[config.mk]
export PLATFORM = sky130hd
export DESIGN_NAME = barrel_pipe
export DESIGN_NICKNAME = d
export VERILOG_FILES = /design/src/rtl/barrel_pkg.sv /design/src/rtl/barrel_level.sv /design/src/rtl/barrel_pipe.sv
export SDC_FILE = /design/constraint.sdc
export NUM_CORES = 1
export LEC_CHECK = 0
export ABC_AREA = 1
export CAP_MARGIN = 30
export CORE_ASPECT_RATIO = 1.1
export CORE_MARGIN = 2
export CORE_UTILIZATION = 29
export DETAILED_ROUTE_END_ITERATION = 12
export HOLD_SLACK_MARGIN = 0.08
export SYNTH_ARGS = -nofsm -noshare
export SYNTH_HDL_FRONTEND = slang
export SYNTH_SLANG_ARGS = --single-unit
[constraint.sdc]
create_clock -name clk -period 2 [get_ports clk]
set_input_delay 0.6 -clock clk [delete_from_list [all_inputs] [get_ports clk]]
set_output_delay 0.6 -clock clk [all_outputs]
set_load 0.02 [all_outputs]
[src/rtl/barrel_pkg.sv]
// Shared definitions for the pipelined barrel shifter: op encodings, fill modes,
// and the per-stage control payload.
package barrel_pkg;

   localparam logic [2:0] OP_LSL = 3'b000;
   localparam logic [2:0] OP_LSR = 3'b001;
   localparam logic [2:0] OP_ASR = 3'b010;
   localparam logic [2:0] OP_ROR = 3'b011;
   localparam logic [2:0] OP_ROL = 3'b100;

   typedef enum logic [1:0] {
      FILL_ZERO,
      FILL_SIGN,
      FILL_WRAP
   } fill_e;

   // Control half of the stage payload; data and remaining shamt are width-dependent
   // and are wrapped around this in the top level.
   typedef struct packed {
      logic [2:0] op;
      logic       carry;
      logic       sign;
      logic       zero;
      logic       valid;
   } stage_ctrl_t;

   function automatic logic is_left(input logic [2:0] op);
      return (op == OP_LSL) || (op == OP_ROL);
   endfunction

   function automatic fill_e fill_of(input logic [2:0] op);
      case (op)
         OP_ASR:         return FILL_SIGN;
         OP_ROR, OP_ROL: return FILL_WRAP;
         default:        return FILL_ZERO;
      endcase
   endfunction

endpackage

[src/rtl/barrel_level.sv]
// One log-shifter level: conditional right shift by 2^K with selectable fill.
module barrel_level
   import barrel_pkg::*;
#(
   parameter int unsigned WIDTH = 16,
   parameter int unsigned K     = 0
) (
   input  logic [WIDTH-1:0] data_i,
   input  logic             en_i,
   input  fill_e            fill_i,
   input  logic             sign_i,
   output logic [WIDTH-1:0] data_o
);

   localparam int unsigned S = 1 << K;

   logic [WIDTH-1:0] fill_v;

   always_comb begin
      fill_v = '0;
      case (fill_i)
         FILL_WRAP: fill_v = data_i << (WIDTH - S);
         FILL_SIGN: fill_v = {WIDTH{sign_i}} << (WIDTH - S);
         default:   fill_v = '0;
      endcase
      data_o = en_i ? ((data_i >> S) | fill_v) : data_i;
   end

endmodule

[src/rtl/barrel_pipe.sv]
// Pipelined barrel shifter (lsl/lsr/asr/ror/rol) with carry and zero flags,
// log-shifter levels spread over PIPE register stages behind valid/ready.
module barrel_pipe
   import barrel_pkg::*;
#(
   parameter  int unsigned WIDTH = 16,
   parameter  int unsigned PIPE  = 2,
   localparam int unsigned SHW   = $clog2(WIDTH)
) (
   input  logic             clk,
   input  logic             rst_n,
   input  logic             in_valid,
   output logic             in_ready,
   input  logic [2:0]       in_op,
   input  logic [SHW-1:0]   in_shamt,
   input  logic [WIDTH-1:0] in_data,
   output logic             out_valid,
   input  logic             out_ready,
   output logic [WIDTH-1:0] out_data,
   output logic             out_carry,
   output logic             out_zero
);

   localparam int unsigned LPS = (SHW + PIPE - 1) / PIPE;

   typedef struct packed {
      logic [WIDTH-1:0] data;
      logic [SHW-1:0]   shamt;
      stage_ctrl_t      ctrl;
   } stage_t;

   stage_t           st_in [PIPE];
   stage_t           st_q  [PIPE];
   stage_t           s0_d;
   logic             en;
   logic             in_pass;
   logic [WIDTH-1:0] in_rev;
   logic [SHW-1:0]   shm1;

   assign out_valid = st_q[PIPE-1].ctrl.valid;
   assign out_data  = st_q[PIPE-1].data;
   assign out_carry = st_q[PIPE-1].ctrl.carry;
   assign out_zero  = st_q[PIPE-1].ctrl.zero;

   assign en       = !out_valid || out_ready;
   assign in_ready = en;

   assign in_rev  = {<<{in_data}};
   assign shm1    = in_shamt - SHW'(1);
   assign in_pass = in_op > OP_ROL;

   // Left ops run on the bit-reversed operand, so data[WIDTH-shamt] becomes rev[shamt-1]
   // and one carry tap serves every op.
   always_comb begin
      s0_d            = '0;
      s0_d.data       = is_left(in_op) ? in_rev : in_data;
      s0_d.shamt      = in_pass ? '0 : in_shamt;
      s0_d.ctrl.op    = in_op;
      s0_d.ctrl.sign  = in_data[WIDTH-1];
      s0_d.ctrl.valid = in_valid;
      s0_d.ctrl.carry = (s0_d.shamt != '0) ? s0_d.data[shm1] : 1'b0;
   end

   for (genvar s = 0; s < PIPE; s++) begin : g_stage
      localparam int unsigned FIRST = s * LPS;

      logic [WIDTH-1:0] chain [LPS+1];
      stage_t           nxt;
      stage_t           q_q;

      if (s == 0) begin : g_src_in
         assign st_in[s] = s0_d;
      end else begin : g_src_reg
         assign st_in[s] = st_q[s-1];
      end

      assign chain[0] = st_in[s].data;

      for (genvar j = 0; j < LPS; j++) begin : g_lvl
         if (FIRST + j < SHW) begin : g_on
            barrel_level #(
               .WIDTH(WIDTH),
               .K    (FIRST + j)
            ) u_level (
               .data_i(chain[j]),
               .en_i  (st_in[s].shamt[FIRST + j]),
               .fill_i(fill_of(st_in[s].ctrl.op)),
               .sign_i(st_in[s].ctrl.sign),
               .data_o(chain[j+1])
            );
         end else begin : g_off
            assign chain[j+1] = chain[j];
         end
      end

      if (s == PIPE - 1) begin : g_last
         logic [WIDTH-1:0] res_rev;
         assign res_rev = {<<{chain[LPS]}};
         always_comb begin
            nxt           = st_in[s];
            nxt.data      = is_left(st_in[s].ctrl.op) ? res_rev : chain[LPS];
            nxt.ctrl.zero = (nxt.data == '0);
         end
      end else begin : g_mid
         always_comb begin
            nxt      = st_in[s];
            nxt.data = chain[LPS];
         end
      end

      always_ff @(posedge clk or negedge rst_n) begin
         if (!rst_n) begin
            q_q <= '0;
         end else if (en) begin
            q_q.ctrl.valid <= nxt.ctrl.valid;
            if (nxt.ctrl.valid) begin
               q_q <= nxt;
            end
         end
      end

      assign st_q[s] = q_q;
   end

endmodule
Word level (Yosys, flattened, before mapping)
Cells that the tools add are included.

Register bits: 45. Bits of input ports: 27.

Add/sub/neg operators: 1. $lt $le $gt $ge: 2. Equal/unequal tests: 10. Muxes and demuxes: 18. Bitwise operators: 4. Reduce and logical (&&, ||, !) cells: 12.

Operators with widths (number): one-hot mux 16 bit (2 select lines) (4); 2-to-1 mux 16 bit (6); logical NOT 16 bit (1); bitwise OR 12 x 16 -> 16 bit (1); bitwise OR 14 x 16 -> 16 bit (1); bitwise OR 15 x 16 -> 16 bit (1); bitwise OR 8 x 16 -> 16 bit (1); == test 3 x 2 -> 1 bit (second input constant) (4); one-hot mux 2 bit (2 select lines) (2); == test 3 bit (second input constant) (2); logical NOT 3 bit (2); less-than comparator 4 x 5 -> 1 bit (second input constant) (1); binary-select mux 1 bit (select 4 bit) (1); == test 2 x 1 -> 1 bit (second input constant) (2); == test 2 bit (second input constant) (2); 2-to-1 mux 1 bit (4); 2-to-1 mux 4 bit (1); AND reduction 2 bit (2); nonzero test 4 bit (1); OR reduction 2 bit (2); subtractor 4 x 1 -> 4 bit (second input constant) (1); greater-than comparator 3 bit (second input constant) (1); logical OR 1 bit (3); logical NOT 1 bit (1).

Longest topological paths before layout
Depth after elaboration: 12. Mapped depth: 19. Gate-level depth less buffers: 18.

By module
A second synthesis with hierarchy kept.

Cell total of the unflattened synthesis: 592. Area, all modules: 3637.2 µm².

Modules (own cells, without submodules): barrel_pipe (instances 1, cells an instance 333, area each 2432.3 µm²); barrel_level at g_stage[1].g_lvl[1].g_on.u_level (instances 1, cells an instance 74, area each 359.1 µm²); barrel_level at g_stage[0].g_lvl[0].g_on.u_level (instances 1, cells an instance 59, area each 307.8 µm²); barrel_level at g_stage[1].g_lvl[0].g_on.u_level (instances 1, cells an instance 65, area each 280.3 µm²); barrel_level at g_stage[0].g_lvl[1].g_on.u_level (instances 1, cells an instance 61, area each 257.7 µm²).

Worst setup path after synthesis
No wires, ideal clock.

Kind: reg-to-reg. Start point: reg g_stage[0].q_q[4] (netlist name). End point: reg g_stage[1].q_q, in the netlist out_zero. Setup time: 66 ps. Arrival time: 2123 ps. Data required time: 1934 ps. Slack: -188 ps. Cell stages (with the launch flop): 17. Path buffers: 2. Clock period less this slack: 2188 ps. Path through: dfrtp_1 nor2_4 clkbuf_1 o21ai_0 ha_1 nand2_1 buf_2 nand2_1 nand2_1 nand3_2 nand3_1 nand2_1 inv_1 nand2_1 nor3_2 nand2_1 nand2_1.

Word-level cells in the longest chain between the ends: 11. Elaborated cells between the ends (all ways): 17.

Ends and longest elaborated chain: start: declaration (line barrel_pipe.sv:69) `stage_t q_q;`; start signal: assignment (line barrel_pipe.sv:117) `q_q <= nxt;`; == test 3 bit / == test 3 x 2 -> 1 bit (equally long branches) (line barrel_pkg.sv:28, barrel_pkg.sv:32); OR reduction 2 bit (line barrel_pkg.sv:32) `case (op)`; one-hot mux 2 bit (2 select lines) (line barrel_pkg.sv:32); == test 2 x 1 -> 1 bit / == test 2 bit (equally long branches) (line barrel_level.sv:21) `case (fill_i)`; one-hot mux 16 bit (2 select lines) (line barrel_level.sv:21); bitwise OR 12 x 16 -> 16 bit (line barrel_level.sv:26) `data_o = en_i ? ((data_i >> S) | fill_v) : data_i;`; 2-to-1 mux 16 bit (line barrel_level.sv:26); bitwise OR 8 x 16 -> 16 bit (line barrel_level.sv:26); 2-to-1 mux 16 bit (line barrel_level.sv:26); 2-to-1 mux 16 bit * (line barrel_pipe.sv:101) `nxt.data = is_left(st_in[s].ctrl.op) ? res_rev : chain[LPS];`; logical NOT 16 bit * (line barrel_pipe.sv:102) `nxt.ctrl.zero = (nxt.data == '0);`; end signal: assignment (line barrel_pipe.sv:117); end: declaration (line barrel_pipe.sv:69).

Mark *: on every way between the ends. The rest lies on a longest branch, timed or not. A chain may end at the register's enable or synchronous reset.

Worst setup path in the final report
Same ends and word-level chain as after synthesis.

==> metrics.md <==
| Metric | Value |
|---|---|
| Wire length of the first global-routing pass | `15300 um` |
| Highest Clock Rate | `503 MHz` |
| Final critical-path required period | `1.99 ns` |
| Endpoint of the most critical register-to-register path | `out_zero` |
| Count of vias placed by the detailed router | `3494` |
| Total count of max-transition violations in the final report | `0` |
| Clock insertion delay at the later pin of the skew report | `0.28 ns` |
| Reported max-cap violation count | `0` |
| Power consumption | `4.00 mW` |
| Setup crit start kind | `flip-flop` |
| Residual antenna-violating net count after detailed routing | `0` |
| Vias per Instance | `4.60` |
| CP max-delay cell | `sky130_fd_sc_hd__dfrtp_2` |
| Worst-case clock buffer depth | `2` |
| Reg2Reg Depth | `13` |
| Hpwl dp | `6950 um` |
| Top FF cell, synth | `sky130_fd_sc_hd__dfrtp_1` |
| Final worst path period share | `0.995` |
| Max incr delay on CP | `0.44 ns` |
| Syn Area/Cell | `6.29 um2` |
| Kind of path behind the tightest hold check | `in -> async` |
| Maximum number of pins on one net before global-route repair | `44` |
| Post-synth design cell area | `0.00329 mm2` |
| Number of instances in the synthesized netlist | `523` |
| Initial standard-cell utilization of the core | `0.299` |
| Worst setup path class | `reg -> reg` |
| Pwr/cell area | `880 mW/mm2` |
| Number of antenna violations at the first check in global routing | `0` |
| X dimension of the die | `106 um` |
| Die outline height | `116 um` |
| Clock tree from TritonCTS | `done` |
| Number of sinks driven by the clock tree | `43` |
| Remaining global-route overflow | `0` |
| Critical path data required time | `2.17 ns` |
| Relative area change from synthesis to final layout | `38.1%` |
| Syn_nets | `555` |
| Clock edge transition at the registers on the reported setup and hold paths | `0.06 ns` |
| Share of cells above drive strength 1 | `0.191` |
| Final weighted congestion of routability-driven global placement | `0.908` |
| Async set or reset register ratio after synthesis | `1.00` |
| Yosys warns | `0` |
| Die outline area | `0.0122 mm2` |
| LEAKAGE | `2.27 nW` |
| Total of flip-flops plus latches after synthesis | `43` |
| Critical path peak fanout | `7` |
| Leading area contributor after synthesis | `sky130_fd_sc_hd__dfrtp_1` |
| Setup violation total in the final timing report | `0` |
| Diode count | `0` |
| Library cell with the highest instance count after synthesis | `sky130_fd_sc_hd__nand2_1` |
| VDD IR max | `442 uV` |
| Run status | `finished, final reports clean` |
| Library cell appearing most often on the critical path | `sky130_fd_sc_hd__nand2_1` |
| Layout net count | `644` |
| Total track usage | `0.150` |
| Slack of the worst reg-to-reg path | `0.01 ns` |
| Dominant cells by area after synthesis | `sky130_fd_sc_hd__dfrtp_1 33%, sky130_fd_sc_hd__nand2_1 25%, sky130_fd_sc_hd__o21ai_0 10%, sky130_fd_sc_hd__nand3_1 8.2%, sky130_fd_sc_hd__inv_1 4.8%` |
| Number of iterations in the first detailed-routing pass | `5` |
| Number of top-level pins | `47` |
| Setup repair after global routing missed its margin | `true` |
| Top cells by instance count after synthesis | `219 x sky130_fd_sc_hd__nand2_1, 66 x sky130_fd_sc_hd__o21ai_0, 54 x sky130_fd_sc_hd__nand3_1` |
| # H-tree levels | `2` |
| Worst-Margin Slew | `0.434 ns` |
| Worst hold slack | `0.291 ns` |
| FP Rows | `40` |
| Area of the core | `0.0110 mm2` |
| DRC viols | `0` |
| Beginning of the worst register-to-register path | `g_stage[0].q_q[4]` |
| Area share of the leading cell type in the synthesized netlist | `0.327` |
| Vias in the first global route | `3372` |
| Share of synthesized area occupied by flip-flops and latches | `0.327` |
| Data arrival time of the critical path | `2.16 ns` |
| Number of enable-type register cells in the synthesized netlist | `0` |
| Total Routed Length | `8680 um` |
| Number of hold violations in the final report | `0` |
| Unique cell type count in the Yosys netlist | `34` |
| Final setup skew | `0.00717 ns` |
| CTS Buf Count | `5` |
| Per-cell routed wire length | `11.4 um` |
| Port-buffer cells | `46` |
| List of cells traversed by the critical path | `nor2_4, o21ai_2, ha_1, buf_4, nor2_4, buf_6, nand2_1, nand2_2, nor2_1, nand3_1, nor3_2, nand2_1, nand2_1` |
| Max transition margin | `0.710` |
| DR iter-0 viols | `149` |
| Endpoint type of the worst setup path | `flip-flop` |
| Clock root cell | `sky130_fd_sc_hd__clkbuf_16` |
| Post-cts hold buffer count | `0` |
## cell families after synthesis
kind of cell             count (synthesis)  synth area share
AO/OA/AOI/OAI                           99             0.162
XOR/XNOR                                 2           0.00533
adder cells (fa/ha/maj)                  5            0.0190
buffers and inverters                   71            0.0997
flip-flops                              43             0.327
multiplexers                             1           0.00304
AND/OR/NAND/NOR                        302             0.384
## per-stage QoR
step	area, um2	TNS, ns	utilization	worst slack [ns]	instances
3_3_place_gp	4230	-5.96	0.384	-0.406	746
4_1_cts	4420	0	0.401	0.00507	755
6_report	4540	0	0.413	0.0102	760
3_5_place_dp	4230	-6.93	0.384	-0.472	746
2_1_floorplan	3300	0	-	0.0169	523
5_1_grt	4540	-0.255	0.413	-0.102	760
## critical path: cells and delay by family (launching register included)
family,cells,cell delay [ns]
flip-flops,1,0.44
adder cells (fa/ha/maj),1,0.34
AND/OR/NAND/NOR,9,0.74
AO/OA/AOI/OAI,1,0.07
buffers and inverters,2,0.29
## where the power goes
| part | internal [mW] | leakage, nW | switching [mW] |
|---|---|---|---|
| Sequential | 1.11 | 0.522 | 0.144 |
| Combinational | 0.859 | 1.69 | 1.10 |
| Clock | 0.460 | 0.0658 | 0.331 |
| Total | 2.43 | 2.27 | 1.57 |
## worst max path at each step
stage	startpoint	slack, ns	end	cells past startpoint
floorplan	g_stage[0].q_q[5]	0.02	out_zero	16
global placement	in_op[0]	-0.41	g_stage[0].q_q[3]	12
detailed placement	in_op[0]	-0.47	g_stage[0].q_q[3]	12
CTS	g_stage[0].q_q[5]	0.005	out_zero	13
global route	g_stage[0].q_q[4]	-0.10	out_zero	14
finish	g_stage[0].q_q[4]	0.01	out_zero	13
## per-layer routing
layer	global-route usage	share of wire	vias to the layer above
met5	0	0	-
met4	0.0342	0.019	0
met3	0.0191	0.038	10
met2	0.280	0.48	93
met1	0.186	0.46	1536
li1	-	-	1855
## final cells by class
type	count	area, um2
repair buffers	106	978
inverters	47	176
clock buffers	5	125
multi-input cells	409	1980
flip-flops and latches	43	1080
clock inverters	3	20.0
well taps	147	184
fillers	1160	6470
## placed cells by master, fill, tap and decap left out, types with 2 or more instances in the layout
master                              n
sky130_fd_sc_hd__nand2_1          207
sky130_fd_sc_hd__o21ai_0           57
sky130_fd_sc_hd__buf_4             54
sky130_fd_sc_hd__nand3_1           52
sky130_fd_sc_hd__inv_1             41
sky130_fd_sc_hd__dfrtp_1           41
sky130_fd_sc_hd__clkdlybuf4s50_1   41
sky130_fd_sc_hd__o21ai_1           19
sky130_fd_sc_hd__nor2_1            15
sky130_fd_sc_hd__nand2_2           14
sky130_fd_sc_hd__a21oi_1            6
sky130_fd_sc_hd__inv_2              5
sky130_fd_sc_hd__clkbuf_16          5
sky130_fd_sc_hd__o21ai_2            4
sky130_fd_sc_hd__a21oi_2            4
sky130_fd_sc_hd__nor2_4             4
sky130_fd_sc_hd__o211ai_1           4
sky130_fd_sc_hd__ha_1               4
sky130_fd_sc_hd__buf_12             4
sky130_fd_sc_hd__nand3_2            3
sky130_fd_sc_hd__nor3_2             2
sky130_fd_sc_hd__nor2_2             2
sky130_fd_sc_hd__a31oi_1            2
sky130_fd_sc_hd__o22ai_1            2
sky130_fd_sc_hd__clkinvlp_4         2
sky130_fd_sc_hd__dfrtp_2            2
sky130_fd_sc_hd__clkbuf_2           2
sky130_fd_sc_hd__buf_6              2
## sequential cells by signal (all words and copies together), names as in the netlist
signal / cells
out_valid: 1
out_data: 16
out_carry: 1
g_stage.q_q: 24
out_zero: 1
## repair_timing
action,CTS,global route
pin swaps,1,13
gates cloned,1,0
endpoints found under the setup margin,19,29
resized for setup,16,35
buffers inserted,0,5
(Power assumes the default switching activity.)
